### src/rtl/hs4_pkg.sv
// ============================================================================
//  Module      : hs4_pkg
//  Description : Shared definitions for the 4-phase bundled-data handshake
//                receiver/transmitter pair: FSM state encoding and the
//                synchroniser depth.
//  Config      : HS4_SYNC3_EN selects a 3-flop synchroniser (default 2).
//  Revision    : 1.0 - initial release
// ============================================================================
`default_nettype none

package hs4_pkg;

`ifdef HS4_SYNC3_EN
    localparam int NSYNC = 3;
`else
    localparam int NSYNC = 2;
`endif

    typedef enum logic [1:0] {
        ST_SETTLE = 2'd0,
        ST_IDLE   = 2'd1,
        ST_ACK    = 2'd2
    } hs4_state_t;

endpackage

`default_nettype wire

### src/rtl/hs4_sync.sv
// ============================================================================
//  Module      : hs4_sync
//  Description : N-deep reset-to-0 flop chain used to bring an asynchronous
//                handshake line (req on rx, ack on tx) into the clock domain.
//  Revision    : 1.0 - initial release
// ============================================================================
`default_nettype none

module hs4_sync #(
    parameter int N = 2
) (
    input  logic cp,
    input  logic cdn,
    input  logic d,
    output logic q
);

    logic [N-1:0] r_chain;

    // Shift the async input through the chain; reset clears every stage
    always_ff @(posedge cp) begin
        if (!cdn) begin
            r_chain <= '0;
        end else begin
            r_chain <= {r_chain[N-2:0], d};
        end
    end

    assign q = r_chain[N-1];

endmodule

`default_nettype wire

### src/rtl/hs4_rx_sync.sv
// ============================================================================
//  Module      : hs4_rx_sync
//  Description : Clocked responder for a 4-phase return-to-zero bundled-data
//                handshake. Synchronises req, captures din into a small FIFO,
//                returns ack and presents tokens on a valid/pop port.
//  Config      : HS4_SYNC3_EN (via hs4_pkg) selects a 3-flop req synchroniser.
//  Revision    : 1.0 - initial release
// ============================================================================
`default_nettype none

module hs4_rx_sync
    import hs4_pkg::*;
#(
    parameter int DW    = 8,
    parameter int DEPTH = 4,
    parameter int AW    = 2
) (
    input  logic          cp,
    input  logic          cdn,
    input  logic          req,
    input  logic [DW-1:0] din,
    output logic          ack,
    output logic [DW-1:0] dout,
    output logic          dvalid,
    input  logic          pop,
    output logic [AW:0]   count
);

    localparam logic [AW:0] C_DEPTH = (AW+1)'(DEPTH);
    localparam logic [1:0]  C_NSYNC = 2'(NSYNC);

    logic          w_req_s;
    logic          w_full;
    logic          w_empty;
    logic          w_wr;
    logic          w_rd;

    hs4_state_t    r_state;
    logic [1:0]    r_settle;
    logic          r_ack;

    logic [DW-1:0] r_mem [DEPTH];
    logic [AW-1:0] r_wr_ptr;
    logic [AW-1:0] r_rd_ptr;
    logic [AW:0]   r_count;

    hs4_sync #(.N(NSYNC)) u_req_sync (
        .cp  (cp),
        .cdn (cdn),
        .d   (req),
        .q   (w_req_s)
    );

    // full uses the registered count only: a pop this cycle cannot make room
    // for a write in the same cycle.
    assign w_full  = (r_count == C_DEPTH);
    assign w_empty = (r_count == '0);
    assign w_wr    = (r_state == ST_IDLE) && w_req_s && !w_full;
    assign w_rd    = pop && !w_empty;

    // Handshake FSM: settle after reset, capture on req, hold ack until req drops
    always_ff @(posedge cp) begin
        if (!cdn) begin
            r_state  <= ST_SETTLE;
            r_settle <= '0;
            r_ack    <= 1'b0;
        end else begin
            case (r_state)
                ST_SETTLE: begin
                    // A req already high here belongs to a handshake begun
                    // before reset: acknowledge it without capturing din.
                    if (r_settle == C_NSYNC) begin
                        r_state <= w_req_s ? ST_ACK : ST_IDLE;
                        r_ack   <= w_req_s;
                    end else begin
                        r_settle <= r_settle + 2'd1;
                    end
                end
                ST_IDLE: begin
                    if (w_wr) begin
                        r_ack   <= 1'b1;
                        r_state <= ST_ACK;
                    end
                end
                ST_ACK: begin
                    if (!w_req_s) begin
                        r_ack   <= 1'b0;
                        r_state <= ST_IDLE;
                    end
                end
                default: begin
                    r_state  <= ST_SETTLE;
                    r_settle <= '0;
                    r_ack    <= 1'b0;
                end
            endcase
        end
    end

    // FIFO pointers and occupancy; pointers wrap naturally at DEPTH
    always_ff @(posedge cp) begin
        if (!cdn) begin
            r_wr_ptr <= '0;
            r_rd_ptr <= '0;
            r_count  <= '0;
        end else begin
            if (w_wr) r_wr_ptr <= r_wr_ptr + 1'b1;
            if (w_rd) r_rd_ptr <= r_rd_ptr + 1'b1;
            case ({w_wr, w_rd})
                2'b10:   r_count <= r_count + 1'b1;
                2'b01:   r_count <= r_count - 1'b1;
                default: r_count <= r_count;
            endcase
        end
    end

    // FIFO storage: din is sampled directly, it has been stable for NSYNC cycles
    always_ff @(posedge cp) begin
        if (w_wr) begin
            r_mem[r_wr_ptr] <= din;
        end
    end

    assign ack    = r_ack;
    assign dvalid = !w_empty;
    assign count  = r_count;
    assign dout   = dvalid ? r_mem[r_rd_ptr] : '0;

endmodule

`default_nettype wire

### config.mk
export PLATFORM = sky130hd
export DESIGN_NAME = hs4_rx_sync
export DESIGN_NICKNAME = d
export VERILOG_FILES = /design/src/rtl/hs4_pkg.sv /design/src/rtl/hs4_sync.sv /design/src/rtl/hs4_rx_sync.sv
export SDC_FILE = /design/constraint.sdc
export NUM_CORES = 1
export LEC_CHECK = 0
export ABC_AREA = 1
export CAP_MARGIN = 15
export CELL_PAD_IN_SITES_DETAIL_PLACEMENT = 1
export CELL_PAD_IN_SITES_GLOBAL_PLACEMENT = 1
export CORE_MARGIN = 2
export CORE_UTILIZATION = 43
export DETAILED_ROUTE_END_ITERATION = 10
export PLACE_DENSITY = 0.89
export SYNTH_ARGS = -nofsm -noshare
export SYNTH_HDL_FRONTEND = slang
export SYNTH_HIERARCHICAL = 1
export SYNTH_SLANG_ARGS = --single-unit
### constraint.sdc
create_clock -name cp -period 2.6 [get_ports cp]
set_input_delay 0.52 -clock cp [delete_from_list [all_inputs] [get_ports cp]]
set_output_delay 0.52 -clock cp [all_outputs]
set_load 0.05 [all_outputs]
# Word-level counts from Yosys, hierarchy flattened
# Memories as Yosys holds them, arrays and structs flattened. A register that Yosys moved wholly into a read port is not among the register bits.
# Index checks and enable logic that the tools add are counted.
# classes
mux	17
eq_ne	10
bitwise	1
add_sub_neg	5
reduce_logical	11
# op_table
cell	count
2-bit 2-to-1 mux	7
8-bit 2-to-1 mux	1
2-bit inequality test, second input constant	4
2-bit by 1-bit adder with 2-bit output, second input constant	3
2-bit equality test, second input constant	3
2-bit one-hot mux with 3 select lines	1
3-bit one-hot mux with 2 select lines	1
1-bit 2-to-1 mux	5
2-bit by 1-bit equality test with 1-bit output, second input constant	2
2-bit one-hot mux with 2 select lines	1
3-bit by 1-bit adder with 3-bit output, second input constant	1
3-bit equality test, second input constant	1
1-bit logical AND	3
3-bit logical NOT	1
1-bit one-hot mux with 3 select lines	1
3-bit AND reduction	1
3-bit by 1-bit subtractor with 3-bit output, second input constant	1
1-bit logical NOT	2
2-bit logical NOT	1
2-bit AND reduction	1
2-bit nonzero test	1
2-bit OR reduction	1
1-bit inverter	1
# word_totals
n_memories	1
register_bits	14
ramBits	32
word_cells	52
output_inout_bits	13
input_bits	12
# memory_table
name	depth	width	rd	rd_ports_with_merged_regs	write_ports	line	text
r_mem	4	8	1	1	1	hs4_rx_sync.sv:42	logic [DW-1:0] r_mem [DEPTH];

# Logic depth before layout (Yosys ltp)
# Gate-level depths: netlist (run 1).
# logic_depth
depth_word	5
depth_mapped	13
ltp_nobuf	13

# Cells and area by module
# Netlist (run 1), hierarchy kept.
# modules_own_cells
mod	seq_area_each_um2	cells_each	instances	area_each_um2
hs4_rx_sync	1241.2	202	1	2059.5
hs4_sync	40.0	6	1	55.1

# Least setup slack after synthesis (run 1)
# No wires, ideal clock.
# synth_timing
path_type	flip-flop to output port
startpoint	register r_count[2] (netlist: count[2])
endpoint	output port dout[0]
stages_incl_launch_ff	5
path_buffers	0
setup_slack_ps	-166
t_arrival_ps	2246
required_time_ps	2080
cell_sequence	dfxtp_1 > inv_1 > nand2_1 > inv_1 > a21oi_1
# synth_between
elab_chain_len	2
# synth_rtl
item	line	text
start: declaration	hs4_rx_sync.sv:45	logic [AW:0] r_count;
start signal: assignment	hs4_rx_sync.sv:110	2'b10: r_count <= r_count + 1'b1;
start signal: assignment	hs4_rx_sync.sv:111	2'b01: r_count <= r_count - 1'b1;
start signal: assignment	hs4_rx_sync.sv:112	default: r_count <= r_count;
3-bit logical NOT	hs4_rx_sync.sv:57	assign w_empty = (r_count == '0);
8-bit 2-to-1 mux	hs4_rx_sync.sv:127	assign dout = dvalid ? r_mem[r_rd_ptr] : '0;
end: declaration	hs4_rx_sync.sv:23	output logic [DW-1:0] dout,
# No other way between the ends.

# Worst setup path in the final report (run 1)
# layout_timing
startpoint	register r_count[0] (netlist: count[0])
endpoint	output port dvalid
# layout_between
elab_chain_len	2
# layout_rtl
item	line	text
3-bit logical NOT	hs4_rx_sync.sv:57	
1-bit logical NOT	hs4_rx_sync.sv:125	assign dvalid = !w_empty;
end: declaration	hs4_rx_sync.sv:24	output logic dvalid,
# No other way between the ends.

==> results.yml, run 1 <==
place:
  portBuffers: 24
  dp_hpwl_mm: 3.34
  gp_congestion: 0.796
  pre_cts_ws_ps: 302
floorplanning:
  die_h_um: 74.1
  die_area_um2: 5490
  core_area_um2: 4720
  boundaryPins: 25
  start_util_pct: 44.8
  placementRows: 25
  die_x_um: 74.1
clock_tree:
  cts_root_buf: "clkbuf_8"
  cts-resized-gates: 0
  cts_max_level: 2
  cts_max_path_buffers: 2
  clk_latency_ps: 300
  cts_buffers: 5
  cts_tree: "yes"
  post_cts_buffers: 0
  hold_buffers: 0
  clock-sinks: 48
  clk_pin_slew_ps: 80
cells_and_area:
  nets: 260
  final_common_cell: "nor2_1"
  area_growth_pct: 17.6
  utilization_pct: 52.6
  final_cell_mix: "nor2_1 (46), edfxtp_1 (32), inv_1 (25)"
  drive_above_1_share_pct: 10.9
  n_antenna_cell: 0
sta:
  worstMarginPinSlew_ps: 653
  whs_ps: 420
  timing.final.ws_setup_ps: 281
  period_needed_ps: 2320
  relSlewSlack_pct: 56.4
  slew_viol_final: 0
  fmax_mhz: 431
  setup_viol: 0
  finalHoldViolCount: 0
  rsz0062_at_grt: "false"
  post-route-period-util_pct: 89.2
  fin_skew_ps: 4.70
logic_synthesis:
  synth_cells: 208
  yosys.area_share.adder_pct: 6.27
  avgSynthCellArea_um2: 10.2
  synth_xor_xnor_area_share_pct: 0.414
  synthSimpleGateAreaFrac_pct: 14.1
  yosysUniqueCellTypes: 25
  syn_area_um2: 2110
  synth.net_count: 230
  yosysWarningCount: 6
  yosys-mux-area-fraction_pct: 0
  ys_seq_area_share_pct: 60.6
  synth_top_family_by_area: "simple AND/OR/NAND/NOR gates"
  synth-seq-cells: 48
  synth_compound_area_share_pct: 11.7
drt:
  vias: 1493
  dr.pass1.iters: 4
  postRouteAntennaNets: 0
  wl_per_cell_um: 14.9
  drc: 0
  drt_iter0_drc: 95
  routed_via_density: 4.88
  drt-total-wl_mm: 4.56
setup_path:
  crit_type: "flop to output port"
  critPathLaunchType: "flop"
  crit_path_end_kind: "output port"
  worstPathRequired_ps: 2080
  worstPathMaxFanout: 5
  cp.arrival_ps: 1800
job:
  cap_viol_max_count: 0
global_route:
  antenna_found_initial: 0
  grt.total_usage_pct: 18.6
  grt_pass1_wl_mm: 7.43
  grt_pass1_vias: 1561
  overflow: 0
  grt_max_degree: 18
pwr:
  power_density_nw_per_um2: 1040
  peakVddDrop_uv: 558
  power.leakage_uw: 0.000975
run_status:
  status: "complete, no violations"
hold_path:
  hold_class: "flop to flop"
[final timing paths]
check | startpoint | to | slack, ps | cells after the start
worst max-delay path | count[0] | dvalid | 280 | 3
worst min-delay path | u_req_sync/r_chain[0] | u_req_sync/r_chain[1] | 420 | 2
worst max register to register | r_state[1] | count[2] | 450 | 12
worst min register to register | u_req_sync/r_chain[0] | u_req_sync/r_chain[1] | 420 | 2
[stage by stage]
step | instances | cell area [um2] | setup TNS [ps] | total power [uW]
detailed placement | 298 | 2400 | 0 | 2190
global route | 306 | 2490 | 0 | 2760
CTS | 306 | 2490 | 0 | 2630
global placement | 298 | 2400 | 0 | 2140
floorplan | 208 | 2110 | -1330 | 1860
finish | 306 | 2490 | 0 | 2590
[final cells by class]
cell class                 count  area (um2)
clock buffer                   7        76.3
clock inverter                 1        5.00
fill                         520        2240
inverter                      27         104
multi-input combinational    128         686
sequential                    48        1280
tap                           67        83.8
timing repair buffer          28         250
[registers in the layout, indices dropped and copies added, names as in the netlist, named ones only]
register and count:
u_req_sync/r_chain 2, r_rd_ptr 2, r_wr_ptr 2, count 3, ack 1, r_state 2
r_settle 2, r_mem 32
[power breakdown]
part	switching, uW	leakage, uW	internal [uW]	total (uW)
Sequential	88.1	0.000419	883	971
Combinational	827	0.000514	368	1190
Clock	234	0.0000422	189	424
[worst max-delay path: stages (launching register included)]
cell             delay, ps
dfxtp_1                410
nor2_2                  70
nand2_1                180
clkdlybuf4s50_1        850
[synth_stat cells]
cell,number,share of area [%]
a21oi_1,21,5.0
buf_2,1,0.24
buf_4,1,0.36
buf_6,1,0.53
buf_8,1,0.71
clkbuf_2,1,0.24
dfxtp_1,16,15
edfxtp_1,32,45
fa_1,1,0.95
ha_1,9,5.3
inv_1,25,4.4
inv_2,1,0.18
inv_4,1,0.30
nand2_1,15,2.7
nand2_2,1,0.30
nand2_4,3,1.6
nand3_1,3,0.71
nand3b_1,1,0.36
nor2_1,46,8.2
nor2_2,1,0.30
o21a_1,2,0.71
o21ai_0,22,5.2
o21ai_2,1,0.41
o21bai_1,1,0.36
xor2_1,1,0.41
[per-layer routing]
layer | share of wire [%] | wire length, um | track usage [%]
met1 | 41 | 1880 | 20.1
met5 | 0 | 0 | 0
met2 | 53 | 2430 | 34.3
met3 | 3.5 | 160 | 4.74
met4 | 1.8 | 80 | 7.47
[cell families (layout without fill, tap and decap cells)]
family / Yosys count / count (layout)
AOI/OAI and AO/OA: 47 / 47
xor gates and xnor gates: 1 / 1
adders and majority gates: 10 / 10
buffers and inverters: 32 / 63
DFF: 48 / 48
and+or+nand+nor: 70 / 70
(Power assumes the default switching activity.)
==> run 2: changes to the inputs <==
- MAX_ROUTING_LAYER: default -> met4
==> results.yml, run 2 (synthesis results as in run 1) <==
floorplanning:
  placementRows: 25
  core_area_um2: 4720
  die_area_um2: 5490
  start_util_pct: 44.8
  die_x_um: 74.1
  boundaryPins: 25
  die_h_um: 74.1
drt:
  postRouteAntennaNets: 0
  vias: 1490
  routed_via_density: 4.87
  drt_iter0_drc: 94
  wl_per_cell_um: 14.9
  drt-total-wl_mm: 4.56
  dr.pass1.iters: 4
  drc: 0
sta:
  worstMarginPinSlew_ps: 654
  setup_viol: 0
  fin_skew_ps: 4.95
  period_needed_ps: 2320
  whs_ps: 420
  fmax_mhz: 431
  rsz0062_at_grt: "false"
  post-route-period-util_pct: 89.2
  slew_viol_final: 0
  relSlewSlack_pct: 56.4
  finalHoldViolCount: 0
  timing.final.ws_setup_ps: 281
run_status:
  status: "complete, no violations"
place:
  gp_congestion: 0.807
  portBuffers: 24
  pre_cts_ws_ps: 302
  dp_hpwl_mm: 3.34
cells_and_area:
  final_cell_mix: "nor2_1 (46), edfxtp_1 (32), inv_1 (25)"
  regArea_um2: 1280
  nets: 260
  final_common_cell: "nor2_1"
  drive_above_1_share_pct: 10.9
  largest_reg_flops: 32
  multi_input_area_um2: 686
  top_register: "r_mem"
  area_growth_pct: 17.6
  nFillCells: 520
  n_antenna_cell: 0
job:
  cap_viol_max_count: 0
setup_path:
  worstPathRequired_ps: 2080
  worstPathMaxFanout: 5
  crit_path_end_kind: "output port"
  crit_type: "flop to output port"
  critPathLaunchType: "flop"
  r2r_slack_ps: 450
  cp.arrival_ps: 1800
clock_tree:
  clk_latency_ps: 300
  hold_buffers: 0
  post_cts_buffers: 0
  cts_root_buf: "clkbuf_8"
  cts_max_level: 2
  cts_tree: "yes"
  cts-resized-gates: 0
  clk_pin_slew_ps: 80
  cts_max_path_buffers: 2
  cts_buffers: 5
  clock-sinks: 48
global_route:
  grt_max_degree: 18
  grt_pass1_wl_mm: 7.43
  overflow: 0
  grt_pass1_vias: 1560
  antenna_found_initial: 0
  grt.total_usage_pct: 19.2
hold_path:
  hold_class: "flop to flop"
pwr:
  power_density_nw_per_um2: 1040
  peakVddDrop_uv: 559
  power.leakage_uw: 0.000975
  total_power_uw: 2590
[run 2: cell counts in the layout (fill, tap and decap cells not counted)]
Identical to the previous run, type by type.
[run 2: worst max-delay path: stages (launching register included)]
cell	delay, ps
dfxtp_1	410
nor2_2	70
nand2_1	180
clkdlybuf4s50_1	850
[run 2: layout make-up]
cell class,instances,area share (%)
sequential,48,51.5
multi-input combinational,128,27.6
timing repair buffer,28,10.1
inverter,27,4.18
tap,67,3.37
clock buffer,7,3.07
clock inverter,1,0.201
[run 2: stage by stage]
| step | cell area [um2] | cells | util (%) | setup TNS (ps) |
|---|---|---|---|---|
| after global routing | 2490 | 306 | 52.6 | 0 |
| after global placement | 2400 | 298 | 50.9 | 0 |
| final | 2490 | 306 | 52.6 | 0 |
| after CTS | 2490 | 306 | 52.6 | 0 |
| after floorplan | 2110 | 208 | - | -1330 |
| after detailed placement | 2400 | 298 | 50.9 | 0 |
[run 2: worst paths after layout]
check | cells past startpoint | start | endpoint
worst min-delay path | 2 | u_req_sync/r_chain[0] | u_req_sync/r_chain[1]
worst max register to register | 12 | r_state[1] | count[2]
worst max-delay path | 3 | count[0] | dvalid
worst min register to register | 2 | u_req_sync/r_chain[0] | u_req_sync/r_chain[1]
[run 2: routing by layer]
metal | share of wire [%] | global-route usage [%]
met4 | 1.8 | 7.47
met3 | 3.3 | 4.74
met5 | 0 | -
met1 | 42 | 20.4
met2 | 53 | 34.1
[run 2: power by group]
part           internal [uW]  switching, uW
Combinational            368            826
Sequential               883           88.5
Clock                    189            235
Total                   1440           1150
==> run 3: changes to the inputs <==
- CORE_UTILIZATION: 43 -> 45
- PLACE_DENSITY: 0.89 -> 0.92
- clock period: 2.6 -> 2.7 ns (I/O delays scaled with it)
==> results.yml, run 3 (synthesis results as in run 1) <==
cells_and_area:
  area_growth_pct: 18.8
  regArea_um2: 1280
  n_antenna_cell: 0
  drive_above_1_share_pct: 10.9
  nets: 259
  utilization_pct: 56.5
  final_cell_mix: "nor2_1 (46), edfxtp_1 (32), inv_1 (25)"
  final_common_cell: "nor2_1"
  nFillCells: 495
  multi_input_area_um2: 686
  top_register: "r_mem"
  largest_reg_flops: 32
setup_path:
  worstPathMaxFanout: 17
  r2r_slack_ps: 450
  critPathMaxStageDelay_ps: 740
  crit_path_end_kind: "output port"
  crit_type: "flop to output port"
  crit_chain: "nor2_1 > nor2_1 > o21ai_0 > a21oi_1 > buf_4"
  worst_path_max_delay_cell: "dfxtp_1"
  worstPathRequired_ps: 2160
  critPathLaunchType: "flop"
  critPathMostFrequentCell: "nor2_1"
  cp.arrival_ps: 1830
clock_tree:
  hold_buffers: 0
  post_cts_buffers: 0
  cts_buffers: 5
  cts_root_buf: "clkbuf_8"
  cts-resized-gates: 0
  cts_max_level: 2
  clock-sinks: 48
  cts_tree: "yes"
  clk_pin_slew_ps: 90
  clk_latency_ps: 300
  cts_max_path_buffers: 2
global_route:
  antenna_found_initial: 0
  overflow: 0
  grt_max_degree: 18
  grt_pass1_wl_mm: 7.51
  grt_pass1_vias: 1652
  grt.total_usage_pct: 19.7
pwr:
  power_density_nw_per_um2: 1070
  peakVddDrop_uv: 616
  power.leakage_uw: 0.000993
sta:
  tns_ps: 0
  worstMarginPinSlew_ps: 794
  setup_viol: 0
  period_needed_ps: 2370
  slew_viol_final: 0
  rsz0062_at_grt: "false"
  fmax_mhz: 423
  post-route-period-util_pct: 87.6
  finalHoldViolCount: 0
  relSlewSlack_pct: 46.9
  fin_skew_ps: 9.28
floorplanning:
  die_h_um: 72.6
  placementRows: 24
  die_area_um2: 5260
  die_x_um: 72.6
  core_area_um2: 4440
  boundaryPins: 25
  start_util_pct: 47.6
drt:
  routed_via_density: 5.23
  postRouteAntennaNets: 0
  drt_iter0_drc: 82
  drc: 0
  dr.pass1.iters: 4
  vias: 1516
  wl_per_cell_um: 15.7
  drt-total-wl_mm: 4.56
place:
  dp_hpwl_mm: 3.12
  gp_congestion: 0.827
  portBuffers: 24
hold_path:
  hold_class: "flop to flop"
run_status:
  status: "complete, no violations"
job:
  cap_viol_max_count: 0
-- run 3: area by class of cell --
type,count,share of cell area (%)
Clock buffer,6,2.89
Multi-Input combinational cell,128,27.3
Inverter,27,4.14
Tap cell,52,2.59
Clock inverter,2,2.39
Timing Repair Buffer,27,9.67
Sequential cell,48,51.0
-- run 3: metal layers --
metal / share of wire [%] / vias to the layer above / track usage [%] / wire (um)
met2: 54 / 31 / 35.1 / 2450
li1: - / 740 / - / -
met1: 40 / 729 / 20.4 / 1810
met5: 0 / - / - / 0
met4: 3.3 / 0 / 8.44 / 152
met3: 3.2 / 16 / 5.14 / 148
-- run 3: path summary, 6_finish.rpt --
check             cells after the start               endpoint                   from
setup / recovery                      5                dout[3]                   flop
hold / removal                        2  u_req_sync/r_chain[1]  u_req_sync/r_chain[0]
setup reg to reg                     12               count[2]             r_state[1]
hold reg to reg                       2  u_req_sync/r_chain[1]  u_req_sync/r_chain[0]
-- run 3: where the power goes --
part | total, uW | leakage (uW) | switching, uW | internal [uW]
clock network | 605 | 0.0000654 | 236 | 370
registers | 936 | 0.000419 | 85.8 | 850
logic | 1150 | 0.000509 | 796 | 356
-- run 3: per-stage QoR --
| stage | setup slack, ps | power, uW | instances | instance area (um2) | hold slack (ps) |
|---|---|---|---|---|---|
| after global placement | 459 | 2060 | 282 | 2380 | 412 |
| after detailed placement | 337 | 2100 | 282 | 2380 | 431 |
| after CTS | 312 | 2720 | 290 | 2510 | 453 |
| final | 334 | 2690 | 290 | 2510 | 445 |
| after floorplan | -86.5 | 1790 | 208 | 2110 | 390 |
| after global routing | 170 | 2850 | 290 | 2510 | 487 |
-- run 3: worst max-delay path: cells and delay by family (launching register included) --
kind	cells	cell delay [ps]
flops	1	740
simple gates	2	270
compound gates	2	290
buf+inv	1	220
==> edit: new RTL, settings of run 3 <==
The parameter `DW` goes from 8 to 12.
--- a/src/rtl/hs4_rx_sync.sv
+++ b/src/rtl/hs4_rx_sync.sv
@@ -11,7 +11,7 @@
 module hs4_rx_sync
     import hs4_pkg::*;
 #(
-    parameter int DW    = 8,
+    parameter int DW    = 12,
     parameter int DEPTH = 4,
     parameter int AW    = 2
 ) (
Interface: changed (resized din and dout); port bits go from 25 to 33. No check against the original RTL was run, so the function may have changed too.
==> edit against run 3 <==
Synthesized area grew 29%. Setup slack lost 0.12 ns. Sequential cell count grew 16. Global-route usage grew 2.2 points. Via count grew 28%. Cell area grew 32%. Routed wire length grew 40%. Total power grew 30%. Critical endpoint is now dout[11].
==> edit: results (changes against run 3) <==
| Result | Reported | Unit | Delta |
| --- | --- | --- | --- |
| Pre-CTS setup slack | 0.366 | ns | was 0.337 ns |
| Maximum level of the CTS H-tree | 3 | - | was 2 |
| Worst R2R Setup Slack | 0.49 | ns | was 0.45 ns |
| Power per Cell Area | 1050 | nW/µm² | was 1070 nW/µm² |
| Insertion delay of the later-clocked pin in the worst-skew pair | 0.34 | ns | was 0.30 ns |
| End point of the worst hold path | u_req_sync/r_chain[1] | - | unchanged |
| Warnings, synthesis | 6 | - | unchanged |
| Count of buffers from port buffering | 32 | - | was 24 |
| Most instantiated cells after synthesis | sky130_fd_sc_hd__nor2_1, sky130_fd_sc_hd__edfxtp_1, sky130_fd_sc_hd__o21ai_0 | - | was sky130_fd_sc_hd__nor2_1, sky130_fd_sc_hd__edfxtp_1, sky130_fd_sc_hd__inv_1 |
| Post-layout net count | 323 | - | was 259 |
| # Post-CTS Setup Buffers | 0 | - | unchanged |
| Highest ir drop seen on vdd | 0.538 | mV | was 0.616 mV |
| Inserted Clock Buffers | 9 | - | was 5 |
| Violation count after the first detailed-route iteration | 99 | - | was 82 |
| Total via count in the routed design | 1948 | - | was 1516 |
| Number of global-route vias before repair | 2176 | - | was 1652 |
| Largest reg by FF count | r_mem | - | unchanged |
| Number of antenna cells inserted | 0 | - | unchanged |
| Main area contributors after synthesis | sky130_fd_sc_hd__edfxtp_1, sky130_fd_sc_hd__dfxtp_1, sky130_fd_sc_hd__nor2_1 | - | unchanged |
| Post-synth EDFFs | 48 | - | was 32 |
| First-pass GRT wire length | 10300 | µm | was 7510 µm |
| Final estimated routing congestion in global placement | 0.822 | - | was 0.827 |
| Global-route total usage across every layer | 21.9 | % | was 19.7% |
| Worst stage delay on the critical path | 0.57 | ns | was 0.74 ns |
| Routed Wire Length | 6400 | µm | was 4560 µm |
| Beginning of the worst register-to-register path | r_state[1] | - | unchanged |
| Count of fill cells added during filler insertion | 649 | - | was 495 |
| Detailed Place HPWL | 4420 | µm | was 3120 µm |
| Sequential share of the synthesized area | 64.5 | % | was 60.6% |
| Peak fanout along the critical path | 14 | - | was 17 |
| Outcome | finished, final reports clean | - | unchanged |
| Clock Skews | 0.00562 | ns | was 0.00928 ns |
| Static leakage | 1.28 | nW | was 0.993 nW |
| Max reg flops | 48 | - | was 32 |
| Number of unique standard cell types used by synthesis | 24 | - | was 25 |
| Share of layout cells above drive strength 1 | 14.9 | % | was 10.9% |
| CTS clock-pin slew for the worst setup and hold paths | 0.07 | ns | was 0.09 ns |
| Slew at the pin with the worst max-slew slack | 0.495 | ns | was 0.794 ns |
| Data arrival time of the worst path | 1.94 | ns | was 1.83 ns |
| Reg-to-Reg End | count[2] | - | unchanged |
| Standard cell area after detailed placement | 3140 | µm² | was 2380 µm² |
| Iteration count of the initial detailed-routing pass | 4 | - | unchanged |
| Post-synthesis net count | 280 | - | was 230 |
| Maximum number of pins on one net before global-route repair | 25 | - | was 18 |
## edit: cell count changes after synthesis, sizes merged, moves of 3 or more
cell / before / now
o21ai: 23 / 32
nand2: 19 / 24
nor2: 47 / 58
edfxtp: 32 / 48
buf: 4 / 7
a21oi: 21 / 25
## edit: per-stage QoR
stage                     std cells  hold slack (ns)  util (%)
after floorplan                 254            0.390         -
after global placement          361            0.403      53.4
after detailed placement        361            0.404      53.4
after CTS                       377            0.422      56.4
after global routing            377            0.452      56.4
final                           377            0.416      56.4
## edit: worst max path at each step
stage | startpoint | end | slack [ns] | cells after the start
after global routing | flip-flop | dout[11] | 0.02 | 6
after global placement | pop | count[2] | 0.47 | 10
after CTS | flip-flop | dout[11] | 0.20 | 6
final | flip-flop | dout[11] | 0.22 | 6
after floorplan | count[2] | dout[0] | 0.08 | 5
after detailed placement | pop | count[2] | 0.37 | 10
## edit: routing by layer
metal  vias up  global-route usage (%)  wire length [µm]
met4         0                    8.33               108
met2        42                    41.8              3670
met5         -                       -                 0
li1        935                       -                 -
met3        12                    6.26               204
met1       959                    20.4              2420
## edit: worst register-to-register path: stages (launching register included)
cell and delay, ns:
sky130_fd_sc_hd__dfxtp_1 0.38, sky130_fd_sc_hd__inv_1 0.10, sky130_fd_sc_hd__ha_1 0.25, sky130_fd_sc_hd__nand2_1 0.09
sky130_fd_sc_hd__inv_1 0.06, sky130_fd_sc_hd__nand2_4 0.14, sky130_fd_sc_hd__ha_1 0.19, sky130_fd_sc_hd__inv_1 0.08
sky130_fd_sc_hd__fa_1 0.40, sky130_fd_sc_hd__nand2_1 0.11, sky130_fd_sc_hd__nand3_1 0.10, sky130_fd_sc_hd__o21ai_0 0.16
sky130_fd_sc_hd__a21oi_1 0.06
## edit: cell type report
cell class	count	area [µm²]	area share, %
clock buffer	13	159	4.79
clock inverter	3	17.5	0.528
inverter	26	97.6	2.94
multi-input combinational	155	808	24.3
sequential	64	1760	53.1
tap	75	93.8	2.83
timing repair buffer	41	383	11.5
## edit: kinds of logic after synthesis
logic type                 after synthesis  share of synthesized area [%]
xor gates and xnor gates                 1                          0.321
adders and majority gates               10                           4.86
buffers and inverters                   35                           5.87
and+or+nand+nor                         86                           13.3
DFF                                     64                           64.5
AOI/OAI and AO/OA                       58                           11.1
## edit: where the power goes
part	total, mW	internal [mW]	switching, mW
Clock	0.731	0.381	0.351
Sequential	1.20	1.13	0.0741
Combinational	1.56	0.482	1.07
